**src/rtl/adc_spi_scan.sv**
```systemverilog
// SPI master that scans the enabled channels of an ADC128S022-class converter,
// pipelining each channel address one frame ahead of its returned sample.
module adc_spi_scan #(
  parameter int CLK_DIV    = 2,
  parameter int FRAME_BITS = 16,
  parameter int DATA_BITS  = 12,
  parameter int NUM_CH     = 8,
  parameter int ADDR_MSB   = 13,
  parameter int CS_HIGH    = 4,
  localparam int CH_BITS   = (NUM_CH > 1) ? $clog2(NUM_CH) : 1
) (
  input  logic                 clk,
  input  logic                 rst,
  input  logic                 start,
  input  logic                 cont,
  input  logic [NUM_CH-1:0]    ch_mask,
  output logic                 busy,
  output logic                 sclk,
  output logic                 cs_n,
  output logic                 din,
  input  logic                 dout,
  output logic [DATA_BITS-1:0] data,
  output logic [CH_BITS-1:0]   data_ch,
  output logic                 data_valid
);

  // state | meaning
  // IDLE  | waiting for a start edge with a non-empty mask
  // SETUP | cs_n low, sclk high for CLK_DIV cycles before the first falling edge
  // SHIFT | back-to-back frames, one SCLK period per bit
  // GAP   | cs_n high for CS_HIGH cycles, then rescan (cont) or idle
  typedef enum logic [1:0] {IDLE, SETUP, SHIFT, GAP} state_t;

  localparam int DIV_W    = $clog2(CLK_DIV) + 1;
  localparam int BIT_W    = $clog2(FRAME_BITS) + 1;
  localparam int GAP_W    = $clog2(CS_HIGH) + 1;
  localparam int ADDR_LSB = ADDR_MSB - CH_BITS + 1;
  localparam logic [DIV_W-1:0] DIV_LAST = DIV_W'(CLK_DIV - 1);
  localparam logic [BIT_W-1:0] BIT_LAST = BIT_W'(FRAME_BITS - 1);
  localparam logic [GAP_W-1:0] GAP_LAST = GAP_W'(CS_HIGH - 1);

  state_t                state;
  logic [1:0]            start_q;
  logic [NUM_CH-1:0]     mask;
  logic [NUM_CH-1:0]     pend;
  logic [FRAME_BITS-1:0] tx;
  logic [DATA_BITS-1:0]  rx;
  logic [DIV_W-1:0]      div_cnt;
  logic [BIT_W-1:0]      bit_cnt;
  logic [GAP_W-1:0]      gap_cnt;
  logic [CH_BITS-1:0]    send_ch;
  logic [CH_BITS-1:0]    ret_ch;
  logic                  ret_ok;
  logic                  last;

  logic                  start_edge;
  logic [CH_BITS-1:0]    nxt_ch;
  logic                  nxt_has;
  logic [NUM_CH-1:0]     sel;
  logic [FRAME_BITS-1:0] tx_load;
  logic [DATA_BITS-1:0]  rx_next;

  assign start_edge = start_q[0] & ~start_q[1];
  assign rx_next    = {rx[DATA_BITS-2:0], dout};
  assign tx_load    = FRAME_BITS'(nxt_ch) << ADDR_LSB;

  // Lowest still-pending channel; an empty set yields address 0 for the flush frame.
  always_comb begin
    nxt_ch  = '0;
    nxt_has = 1'b0;
    sel     = '0;
    for (int i = NUM_CH - 1; i >= 0; i--) begin
      if (pend[i]) begin
        nxt_ch  = CH_BITS'(i);
        nxt_has = 1'b1;
        sel     = '0;
        sel[i]  = 1'b1;
      end
    end
  end

  always_ff @(posedge clk) begin
    if (rst) begin
      state      <= IDLE;
      start_q    <= '0;
      mask       <= '0;
      pend       <= '0;
      tx         <= '0;
      rx         <= '0;
      div_cnt    <= '0;
      bit_cnt    <= '0;
      gap_cnt    <= '0;
      send_ch    <= '0;
      ret_ch     <= '0;
      ret_ok     <= 1'b0;
      last       <= 1'b0;
      busy       <= 1'b0;
      sclk       <= 1'b1;
      cs_n       <= 1'b1;
      din        <= 1'b0;
      data       <= '0;
      data_ch    <= '0;
      data_valid <= 1'b0;
    end else begin
      start_q    <= {start_q[0], start};
      data_valid <= 1'b0;
      case (state)
        IDLE: begin
          if (start_edge && ch_mask != '0) begin
            mask    <= ch_mask;
            pend    <= ch_mask;
            busy    <= 1'b1;
            cs_n    <= 1'b0;
            div_cnt <= DIV_LAST;
            state   <= SETUP;
          end
        end
        SETUP: begin
          if (div_cnt == '0) begin
            sclk    <= 1'b0;
            div_cnt <= DIV_LAST;
            bit_cnt <= BIT_LAST;
            din     <= tx_load[FRAME_BITS-1];
            tx      <= tx_load << 1;
            pend    <= pend & ~sel;
            send_ch <= nxt_ch;
            last    <= ~nxt_has;
            ret_ok  <= 1'b0;
            state   <= SHIFT;
          end else begin
            div_cnt <= div_cnt - 1'b1;
          end
        end
        SHIFT: begin
          if (div_cnt != '0) begin
            div_cnt <= div_cnt - 1'b1;
          end else begin
            div_cnt <= DIV_LAST;
            if (!sclk) begin
              sclk <= 1'b1;
              rx   <= rx_next;
              if (bit_cnt == '0 && ret_ok) begin
                data       <= rx_next;
                data_ch    <= ret_ch;
                data_valid <= 1'b1;
              end
            end else if (bit_cnt != '0) begin
              sclk    <= 1'b0;
              din     <= tx[FRAME_BITS-1];
              tx      <= tx << 1;
              bit_cnt <= bit_cnt - 1'b1;
            end else if (last) begin
              cs_n    <= 1'b1;
              gap_cnt <= GAP_LAST;
              state   <= GAP;
            end else begin
              // Next frame returns the channel addressed by the one just finished.
              sclk    <= 1'b0;
              bit_cnt <= BIT_LAST;
              din     <= tx_load[FRAME_BITS-1];
              tx      <= tx_load << 1;
              pend    <= pend & ~sel;
              send_ch <= nxt_ch;
              last    <= ~nxt_has;
              ret_ch  <= send_ch;
              ret_ok  <= 1'b1;
            end
          end
        end
        GAP: begin
          if (gap_cnt != '0) begin
            gap_cnt <= gap_cnt - 1'b1;
          end else if (cont) begin
            cs_n    <= 1'b0;
            pend    <= mask;
            div_cnt <= DIV_LAST;
            state   <= SETUP;
          end else begin
            busy  <= 1'b0;
            state <= IDLE;
          end
        end
        default: state <= IDLE;
      endcase
    end
  end

endmodule
```
**config.mk**
```make
export PLATFORM = sky130hd
export DESIGN_NAME = adc_spi_scan
export DESIGN_NICKNAME = d
export VERILOG_FILES = /design/src/rtl/adc_spi_scan.sv
export SDC_FILE = /design/constraint.sdc
export NUM_CORES = 1
export LEC_CHECK = 0
export CAP_MARGIN = 0
export CELL_PAD_IN_SITES_DETAIL_PLACEMENT = 0
export CELL_PAD_IN_SITES_GLOBAL_PLACEMENT = 1
export CORE_MARGIN = 3
export CORE_UTILIZATION = 45
export CTS_CLUSTER_SIZE = 24
export DETAILED_ROUTE_END_ITERATION = 10
export GPL_ROUTABILITY_DRIVEN = 0
export GPL_TIMING_DRIVEN = 1
export HOLD_SLACK_MARGIN = 0.12
export PLACE_DENSITY_LB_ADDON = 0.1
export SKIP_LAST_GASP = 1
export SLEW_MARGIN = 20
export SYNTH_ARGS = -nofsm -noshare
export SYNTH_HDL_FRONTEND = slang
export SYNTH_SLANG_ARGS = --single-unit
```
**constraint.sdc**
```tcl
create_clock -name clk -period 4.9 [get_ports clk]
set_input_delay 0.49 -clock clk [delete_from_list [all_inputs] [get_ports clk]]
set_output_delay 0.49 -clock clk [all_outputs]
set_load 0.005 [all_outputs]
```
After elaboration in Yosys (flattened, before gate mapping). Cells that the tools add are included.

Input bits: 13. Register bits: 85. Word-level logic and storage cells: 182. Output and inout bits: 20.

Mux-type cells: 106. Bitwise logic cells: 10. Reduce and logical (&&, ||, !) cells: 28. Equality and inequality tests: 15. Add/sub/neg operators: 3.

Operators with widths (count): $mux W8 (16); $mux W16 (5); $mux W3 (18); $mux W1 (38); $pmux W16 S2 (1); $pmux W8 S4 (1); $mux W5 (5); $mux W2 (11); $ne A2 B2 Y1 const B (11); $pmux W2 S4 (2); $reduce_and A8 Y1 (2); $reduce_and A5 Y1 (3); $pmux W3 S2 (2); $reduce_and A6 Y1 (2); $pmux W1 S2 (5); $pmux W5 S2 (1); $reduce_and A3 Y1 (3); $and A8 B8 Y8 (1); $not A8 Y8 (1); $reduce_and A4 Y1 (2); $reduce_bool A2 Y1 (4); $reduce_bool A8 Y1 (1); $not A1 Y1 (7); $reduce_and A7 Y1 (1); 15 further kinds (19).

Longest topological paths before layout.
Depth in word-level cells: 15. Mapped depth: 9. Mapped depth without buffers: 7.

Worst setup path before layout. No wires, ideal clock.

Path kind: flip-flop to flip-flop. Start point: register bit_cnt[0]. End point: register pend[2]. Cell stages (with the launch flop): 9. Setup slack: 2696 ps. Period minus slack after synthesis: 2204 ps. Arrival: 2134 ps. Library setup time: 70 ps. Cell sequence: dfxtp_1 -> inv_1 -> ha_1 -> or4b_4 -> buf_6 -> nor4b_4 -> o22ai_2 -> or3_1 -> a21oi_1.

Word-level cells in the longest chain between the ends: 3.

Ends and longest elaborated chain: start: declaration (line 49) `logic [BIT_W-1:0] bit_cnt;`; start signal: assignment (line 151) `bit_cnt <= bit_cnt - 1'b1;`; $reduce_bool A5 Y1 (line 147) `end else if (bit_cnt != '0) begin`; $ne A2 B2 Y1 (no line); $reduce_and A8 Y1 (no line); end signal: assignment (line 125) `pend <= pend & ~sel;`; end signal: assignment (line 162) `pend <= pend & ~sel;`; end signal: assignment (line 175) `pend <= mask;`; end: declaration (line 45) `logic [NUM_CH-1:0] pend;`.

Every way passes these cells. A chain may end at the register's enable or synchronous reset.

Worst setup path in the final report.
Start point: register state[0]. End point: register data[5].

Word-level cells in the longest chain between the ends: 2.

Ends and longest elaborated chain: start: declaration (line 42) `state_t state;`; start signal: assignment (line 84) `state <= IDLE;`; start signal: assignment (line 115) `state <= SETUP;`; start signal: assignment (line 129) `state <= SHIFT;`; $eq A2 B2 Y1 (line 107) `case (state)`; $reduce_and A4 Y1 (no line); end signal: assignment (line 143) `data <= rx_next;`; end: declaration (line 22) `output logic [DATA_BITS-1:0] data,`.

Every way passes these cells.

==> qor.csv <==
stage;metric;value;unit
worst_setup_path;RR Endpoint;data[5]$_SDFFE_PP0P_;
timing;final critical-path share of the clock period;61.0;%
min_path;hold path cells;2;
clocking;Post-CTS Setup Repair Bufs;0;
worst_setup_path;CP max stage delay;0.72;ns
layout;Nets;445;
layout;filler cell count;677;
clocking;clk slew on worst S/H paths;0.08;ns
synthesis;Post-Syn Instances;400;
floorplan;die area;0.00836;mm2
clocking;CTS tree;done;
worst_setup_path;FF-to-FF setup slack;1.91;ns
timing;max_slew headroom;36.1;%
routing;total number of vias;2848;
timing;Pins Over Slew Limit;0;
synthesis;Synth Flop Type;dfxtp_1;
routing;Routed Antenna Nets;0;
worst_setup_path;worst r2r src;state[0]$_SDFFE_PP0P_;
power;peak supply drop;0.000270;V
floorplan;area of the core;0.00694;mm2
global_routing;vias in the first global route;2677;
placed_design;Inst Count DP;508;
timing;Final setup viols;0;
layout;non-filler instance count after layout;524;
floorplan;Die Wd;91.5;um
clocking;clk sinks;73;
timing;setup_tns;0;ns
clocking;Resized cells post-CTS;0;
timing;Fin. Hold Viols;0;
worst_setup_path;Setup CP Type;flop to flop;
synthesis;synthesized area per cell;8.21;um2
global_routing;global-route wire length before repair;12.8;mm
floorplan;Die H;91.5;um
status;status;completed;
routing;Routed wire per std cell;14.6;um
placed_design;Placed Area;0.00365;mm2
global_routing;total congestion overflow;0;
clocking;clk_lat worst skew;0.35;ns
floorplan;row count;30;
placed_design;I/O Buffers;32;
floorplan;Starting Density;47.3;%
clocking;Num CTS Buffers;9;
layout;Final Instance Area;0.00385;mm2
power;total power;2.08;mW
worst_setup_path;critical path's slowest cell;nor3_2;
synthesis;asr flop ratio synth;0;%
worst_setup_path;Setup crit start kind;flop;
floorplan;I/O pin cnt;33;
worst_setup_path;cells along the critical path;inv_1, ha_1, inv_1, or3_1, nor3_2, nand2_1, a21oi_1;
layout;synth-to-layout area growth;17.2;%
synthesis;synthesized area;0.00329;mm2
clocking;Max clock buf depth;2;
synthesis;#FFs+latches synth;73;
clocking;root buf cell;clkbuf_8;
job;number of max-cap violations;0;
global_routing;largest net degree at the start of global routing;48;
routing;detailed router's first-iteration violation count;101;
routing;Via density;5.44;
global_routing;initial antenna violation count;0;
clocking;H-tree Lvls;3;
worst_setup_path;CP required;5.17;ns
timing;fin crit period;2.99;ns
power;Pleak;1.31;nW
global_routing;Total GRT Usage;19.0;%
worst_setup_path;R2R depth;7;
min_path;hold path start;data[5]$_SDFFE_PP0P_;
synthesis;sequential cell area fraction in the yosys report;44.5;%
routing;WL final;7.66;mm
routing;DR pass1 iterations;4;
worst_setup_path;most frequent CP cell;inv_1;
routing;DRC;0;
timing;Slew @ Worst Pin;0.955;ns
timing;worst clock skew;0.0133;ns
clocking;Post-CTS Hold Buffers;0;
synthesis;count of cell types in the netlist;55;
worst_setup_path;crit end category;flop;
worst_setup_path;CP arrival;3.26;ns
timing;RSZ-0062 raised after global routing;no;
worst_setup_path;Critical Path Fanout Max;17;
timing;Hold Slack;0.454;ns
min_path;hold crit path type;flop to flop;
placed_design;Detail Placement HPWL;5.28;mm
power;power per cell area;540;mW/mm2
min_path;Endpoint, Worst Hold;data[5]$_SDFFE_PP0P_;
timing;fmax;335;MHz
layout;ANT cells;0;
synthesis;EDFF count, synth;0;
layout;layout cell share with drive strength beyond 1;6.54;%
synthesis;syn nets;422;
synthesis;Syn. warnings;0;
layout by cell type, fill, tap and decap left out, types with 3 or more instances in the layout:
cell             netlist  final
nand2_1               76     76
dfxtp_1               73     73
a21oi_1               55     55
nor2_1                34     34
clkdlybuf4s50_1        0     31
o21ai_0               20     20
inv_1                 13     13
mux2i_1               13     13
nand3_1               12     12
ha_1                   9      9
clkbuf_8               0      9
a311oi_1               7      7
a221oi_1               4      4
nor4_1                 4      4
nor3_1                 3      3
nor2b_1                3      3
a2bb2oi_1              3      3
a32oi_1                3      3
a211oi_1               3      3
buf_4                  0      3
flip-flops by register name, indices dropped and copies added, names as in the netlist, 3 cells and up:
name	cells
gap_cnt	3
ret_ch	3
send_ch	3
pend	8
data	12
data_ch	3
mask	8
rx	11
tx	4
bit_cnt	5
metrics by stage:
stage	utilization, %	worst slack, ns
5_1_grt	55.4	1.52
2_1_floorplan	-	2.70
4_1_cts	55.4	1.88
3_5_place_dp	52.5	1.92
6_report	55.4	1.91
3_3_place_gp	52.5	2.03
cells in the mapped netlist (3+ instances only):
master	instances	area share (%)
a221oi_1	4	1.1
nor3_1	3	0.46
nor4_1	4	0.76
nor2b_1	3	0.57
a21oi_1	55	8.4
o21ai_0	20	3.0
dfxtp_1	73	44
ha_1	9	3.4
nor2_1	34	3.9
clkbuf_1	20	2.3
nand2_1	76	8.7
a211oi_1	3	0.69
nand3_1	12	1.8
a2bb2oi_1	3	0.80
a32oi_1	3	0.80
a311oi_1	7	1.9
mux2i_1	13	4.0
inv_1	13	1.5
routing by layer:
layer	part of all wire, %	up-vias	GRT usage [%]
met5	0	-	0
met4	1.5	0	5.90
met3	3.6	11	4.81
met2	46	40	30.5
met1	49	1334	24.9
li1	-	1463	-
cells by family (layout without fill, tap and decap cells):
kind of cell             count (synthesis)  after routing  synth area share, %
AND/OR/NAND/NOR                        149            149                 20.6
XOR/XNOR                                 2              2                0.533
adder cells (fa/ha/maj)                  9              9                 3.43
AO/OA/AOI/OAI                          117            117                 22.5
multiplexers                            13             13                 3.96
flip-flops                              73             73                 44.5
buffers and inverters                   37             65                 4.49
worst max-delay path: cells and delay by family (launching register included):
kind            cells  cell delay [ns]
compound gates      1             0.16
fa+ha+maj           1             0.53
buf+inv             2             0.37
flops               1             0.35
simple gates        3             1.50
area by class of cell:
class | instances | area [um2] | area share, %
Clock buffer | 9 | 124 | 3.22
Clock inverter | 7 | 77.6 | 2.01
Inverter | 14 | 52.6 | 1.36
Multi-Input combinational cell | 290 | 1680 | 43.5
Sequential cell | 73 | 1460 | 38.0
Tap cell | 96 | 120 | 3.12
Timing Repair Buffer | 35 | 338 | 8.77
where the power goes:
| group | leakage [nW] | total (mW) | switching (mW) | internal (mW) |
|---|---|---|---|---|
| Sequential | 0.593 | 0.796 | 0.102 | 0.694 |
| Clock | 0.100 | 0.481 | 0.242 | 0.239 |
| Combinational | 0.615 | 0.803 | 0.488 | 0.314 |
| Total | 1.31 | 2.08 | 0.832 | 1.25 |
how the worst max path moves through the flow:
| stage | startpoint | endpoint | slack [ns] |
|---|---|---|---|
| 2_1_floorplan | bit_cnt[0]$_SDFFE_PP0P_ | pend[2]$_SDFFE_PP0P_ | 2.70 |
| 3_3_place_gp | state[0]$_SDFFE_PP0P_ | data[6]$_SDFFE_PP0P_ | 2.03 |
| 5_1_grt | state[0]$_SDFFE_PP0P_ | data[6]$_SDFFE_PP0P_ | 1.52 |
| 6_report | state[0]$_SDFFE_PP0P_ | data[5]$_SDFFE_PP0P_ | 1.91 |
| 3_5_place_dp | state[0]$_SDFFE_PP0P_ | data[5]$_SDFFE_PP0P_ | 1.92 |
| 4_1_cts | state[0]$_SDFFE_PP0P_ | data[5]$_SDFFE_PP0P_ | 1.88 |
Note: power is estimated with default switching activity, not from simulation.
